[src/rtl/arb_pkg.sv]
// Shared types and helpers for the round-robin lock arbiter.
// Holds the FSM state enum and a one-hot encoder helper.
package arb_pkg;

  typedef enum logic {
    ARB_IDLE,
    ARB_BUSY
  } arb_state_t;

  // Returns a 16-bit vector with bit idx set (idx < n);
  // callers cast down to their own width.
  function automatic logic [15:0] onehot(
    input int idx,
    input int n
  );
    logic [15:0] v;
    v = '0;
    if (idx >= 0 && idx < n && idx < 16)
      v[idx] = 1'b1;
    return v;
  endfunction

endpackage

[src/rtl/rr_pick.sv]
// Rotating-priority encoder: first set bit of req from ptr upward, mod N.
// Ports: req[N], ptr[ID_W] in; any, winner[ID_W] out. Purely combinational.
module rr_pick #(
  parameter  int N    = 4,
  localparam int ID_W = $clog2(N)
) (
  input  logic [N-1:0]    req,
  input  logic [ID_W-1:0] ptr,
  output logic            any,
  output logic [ID_W-1:0] winner
);

  assign any = |req;

  // Scan offsets high to low so the smallest offset from ptr wins.
  always_comb begin
    int j;
    j = 0;
    winner = '0;
    for (int k = N - 1; k >= 0; k--) begin
      j = int'(ptr) + k;
      if (j >= N)
        j = j - N;
      if (req[j])
        winner = ID_W'(j);
    end
  end

endmodule

[src/rtl/rr_lock_arbiter.sv]
// N-way round-robin arbiter with grant locking and hold-time preemption.
// Ports: clock, reset (async high), req[N] in; gnt[N], gnt_id, busy, preempt out.
module rr_lock_arbiter
  import arb_pkg::*;
#(
  parameter  int N        = 4,
  parameter  int MAX_HOLD = 8,
  localparam int ID_W     = $clog2(N),
  localparam int HOLD_W   = (MAX_HOLD < 1) ? 1 : $clog2(MAX_HOLD + 1)
) (
  input  logic            clock,
  input  logic            reset,
  input  logic [N-1:0]    req,
  output logic [N-1:0]    gnt,
  output logic [ID_W-1:0] gnt_id,
  output logic            busy,
  output logic            preempt
);

  // Saturation point of the hold counter; unused when MAX_HOLD is 0.
  localparam logic [HOLD_W-1:0] HOLD_LIM =
    (MAX_HOLD == 0) ? '0 : HOLD_W'(MAX_HOLD - 1);

  arb_state_t        r_state;
  logic [N-1:0]      r_gnt;
  logic [ID_W-1:0]   r_gnt_id;
  logic              r_busy;
  logic              r_preempt;
  logic [ID_W-1:0]   r_ptr;
  logic [HOLD_W-1:0] r_hold;

  logic              w_any;
  logic [ID_W-1:0]   w_winner;
  logic [ID_W-1:0]   w_ptr_nxt;
  logic              w_others;
  logic              w_at_lim;

  rr_pick #(
    .N(N)
  ) u_pick (
    .req   (req),
    .ptr   (r_ptr),
    .any   (w_any),
    .winner(w_winner)
  );

  // Explicit wrap so non-power-of-two N stays in range.
  assign w_ptr_nxt = (w_winner == ID_W'(N - 1)) ?
                     '0 : w_winner + 1'b1;

  assign w_others = |(req & ~r_gnt);
  assign w_at_lim = (MAX_HOLD != 0) && (r_hold == HOLD_LIM);

  always_ff @(posedge clock or posedge reset) begin
    if (reset) begin
      r_state   <= ARB_IDLE;
      r_gnt     <= '0;
      r_gnt_id  <= '0;
      r_busy    <= 1'b0;
      r_preempt <= 1'b0;
      r_ptr     <= '0;
      r_hold    <= '0;
    end else begin
      r_preempt <= 1'b0;
      unique case (r_state)
        ARB_IDLE: begin
          if (w_any) begin
            r_state  <= ARB_BUSY;
            r_gnt    <= N'(onehot(int'(w_winner), N));
            r_gnt_id <= w_winner;
            r_busy   <= 1'b1;
            r_hold   <= '0;
            r_ptr    <= w_ptr_nxt;
          end
        end
        ARB_BUSY: begin
          if (!req[r_gnt_id]) begin
            r_state <= ARB_IDLE;
            r_gnt   <= '0;
            r_busy  <= 1'b0;
          end else if (w_at_lim && w_others) begin
            r_state   <= ARB_IDLE;
            r_gnt     <= '0;
            r_busy    <= 1'b0;
            r_preempt <= 1'b1;
          end else if (r_hold != HOLD_LIM) begin
            r_hold <= r_hold + 1'b1;
          end
        end
        default: begin
          r_state <= ARB_IDLE;
          r_gnt   <= '0;
          r_busy  <= 1'b0;
        end
      endcase
    end
  end

  assign gnt     = r_gnt;
  assign gnt_id  = r_gnt_id;
  assign busy    = r_busy;
  assign preempt = r_preempt;

endmodule

[config.mk]
export PLATFORM = sky130hd
export DESIGN_NAME = rr_lock_arbiter
export DESIGN_NICKNAME = d
export VERILOG_FILES = /design/src/rtl/arb_pkg.sv /design/src/rtl/rr_pick.sv /design/src/rtl/rr_lock_arbiter.sv
export SDC_FILE = /design/constraint.sdc
export NUM_CORES = 1
export LEC_CHECK = 0
export ABC_AREA = 1
export BUFFER_PORTS_ARGS = -buffer_cell sky130_fd_sc_hd__clkbuf_2
export CAP_MARGIN = 20
export CORE_MARGIN = 2
export CORE_UTILIZATION = 55
export DETAILED_ROUTE_END_ITERATION = 6
export PLACE_DENSITY = 0.78
export SLEW_MARGIN = 40
export SYNTH_ARGS = -nofsm -noshare
export SYNTH_HDL_FRONTEND = slang
export SYNTH_SLANG_ARGS = --single-unit
export TNS_END_PERCENT = 10
[constraint.sdc]
create_clock -name clock -period 1.86 [get_ports clock]
set_clock_uncertainty 0.05 [all_clocks]
set_input_delay 0.186 -clock clock [delete_from_list [all_inputs] [get_ports clock]]
set_output_delay 0.186 -clock clock [all_outputs]
set_load 0.005 [all_outputs]
==> flow_summary.toml <==
[synth]
syn_avg_cell_area_um2 = 7.33
synth_top_area_share = 0.385
ys_top_cells_by_area = "dfrtp_1 (39%), nand2_1 (21%), ha_1 (6.4%), inv_1 (4.2%), nand2_2 (3.9%)"
synth_flop_cell = "dfrtp_1"
synth_top_cell_by_area = "dfrtp_1"
async_reset_ff_frac = 1.00
ys_ff_latch = 15
syn_nets = 144
ys_types = 23
synth-edff-count = 0
synth_common_cells = "nand2_1 (54), dfrtp_1 (15), inv_1 (11), nor2_1 (9), nand3_1 (7)"
netlist_area_um2 = 975
yosysSeqAreaShare = 0.385
yosys_warnings = 0
synth.most_common_cell = "nand2_1"
postSynthCellCount = 133

[cts]
htreeDepth = 1
clkTransAtPathRegs_ns = 0.09
clkLatencyLatePin_ns = 0.28
clk_path_buf_depth = 2
cts.sinks = 15
cts_root_buf = "clkbuf_4"
cts_tree = "done"
cts_buffers = 3

[drt]
wl_mm = 2.16
viasPerCell = 5.34
firstDrtPassIters = 5
routedWlPerCell_um = 12.7
vias = 913
route.detailed.drc = 0
postRouteAntennaNets = 0
drtIter0Drc = 23

[finish]
final_core_util = 0.674
design_area_um2 = 1140
fin_nets = 166
area_growth_pct = 16.8
drive_above_1_share = 0.286
num_antenna_cells = 0
fillCellCount = 151
final_cells = 171

[place]
dp_cells = 165
place_area_um2 = 1070
place.gp.congestion = 0.892
dpl_worst_slack_ns = 0.0312
dpl.hpwl_mm = 1.68
portBuffers = 13

[setup_path]
critPathMaxStageDelay_ns = 0.45
cp.required_ns = 1.97
critical_path_arrival_ns = 1.89
endpoint_kind = "register"
path_buf_inv = 1
critical_path.max_fanout = 6
crit_type = "register to register"
start_kind = "register"
crit_family = "simple AND/OR/NAND/NOR gates"
crit_chain = "buf_4, o21ai_2, nand2_1, nand3_2, nand2_2, nand2_4, nand2_4, ha_1, nand2_1, o21ai_0"
crit_slowest_cell = "dfrtp_2"

[power_and_ir_drop]
powerDensity_nw_per_um2 = 1720
ir_worst_vdd_mv = 1.11
p_leak_nw = 0.648
total_power_mw = 1.95

[timing]
setup_slack_ns = 0.0851
tightest_slew_ns = 0.570
fmax_mhz = 563
hold_viol_final = 0
finalSetupTns_ns = 0
whs_ns = 0.345
post-route-period-util = 0.954
max-slew-margin-rel = 0.619
slew_viol_final = 0
setup_viol = 0
grt_setup_unrepaired = "true"
period_minus_slack_ns = 1.77

[die]
start_util = 0.577
io_pins = 14
dieWidth_um = 46.1
fp.dieH_um = 46.1
rows = 15
core_area_um2 = 1690
die_area_um2 = 2120

[grt]
antenna_found_initial = 0
grt_pass1_wl_mm = 3.38
grt_max_degree = 16
grt_overflow = 0
grt_pass1_vias = 799
grt_use_total = 0.230

[status]
status = "completed"

[min_path]
hold_path.class = "primary input to register"

[run]
drv_cap = 0
-- path summary, 6_finish.rpt --
check	from	end	slack, ns	cells after the start
min in group asynchronous	reset	r_hold[2]	0.43	3
hold / removal	req[3]	busy	0.35	6
max in group asynchronous	reset	r_ptr[0]	0.93	3
setup reg to reg	r_ptr[0]	r_ptr[1]	0.09	10
hold reg to reg	busy	busy	0.43	2
setup / recovery	r_ptr[0]	r_ptr[1]	0.09	10
-- power breakdown --
part / internal, mW / leakage [nW] / switching [mW]
logic: 0.458 / 0.443 / 0.724
clock network: 0.0833 / 0.0150 / 0.105
registers: 0.455 / 0.191 / 0.129
-- final cells by class --
cell class	instances	area [um^2]	area share
multi-input cells	102	552	0.485
flip-flops and latches	15	378	0.332
repair buffers	18	105	0.0923
inverters	15	56.3	0.0495
clock buffers	4	26.3	0.0231
well taps	17	21.3	0.0187
-- worst register-to-register path, stage by stage, from the launching register on --
cell and delay, ns:
dfrtp_2 0.45, buf_4 0.17, o21ai_2 0.16, nand2_1 0.08
nand3_2 0.11, nand2_2 0.08, nand2_4 0.08, nand2_4 0.06
ha_1 0.28, nand2_1 0.06, o21ai_0 0.07
-- logic make-up (layout without fill, tap and decap cells) --
kind of cell / count (synthesis) / count (layout) / share of synthesized area
XOR/XNOR: 1 / 1 / 0.00899
buffers and inverters: 16 / 37 / 0.0693
adder cells (fa/ha/maj): 5 / 5 / 0.0642
AND/OR/NAND/NOR: 84 / 84 / 0.383
flip-flops: 15 / 15 / 0.385
AO/OA/AOI/OAI: 12 / 12 / 0.0899
-- cell usage in the layout, fill, tap and decap left out, types with 2 or more instances in the layout --
| cell type | instances |
|---|---|
| o21ai_2 | 3 |
| nor2_1 | 9 |
| nand3_1 | 7 |
| clkbuf_2 | 13 |
| o21ai_1 | 3 |
| inv_1 | 10 |
| clkbuf_4 | 3 |
| dfrtp_1 | 13 |
| nand2_1 | 52 |
| buf_4 | 4 |
| dfrtp_2 | 2 |
| nand3_2 | 2 |
| nand2_2 | 7 |
| nand2_4 | 2 |
| inv_2 | 5 |
| ha_1 | 5 |
| o22ai_1 | 2 |
-- state kept, by name, indices dropped and copies added (netlist names) --
name     flops
gnt          4
r_hold       4
gnt_id       2
r_ptr        2
busy         1
preempt      1
r_state      1
-- repair_timing --
action,in CTS,in global routing
setup buffers,0,1
setup endpoints to repair,0,5
gates resized for setup,0,9
hold buffers,1,0
endpoints found under the hold margin,15,0
-- per-layer routing --
metal / wire, um / up-vias / global-route usage
met4: 40 / 0 / 0.126
met1: 885 / 415 / 0.262
met2: 1140 / 30 / 0.392
met3: 100 / 6 / 0.0549
met5: 0 / - / 0
li1: - / 462 / -
(Power assumes the default switching activity.)
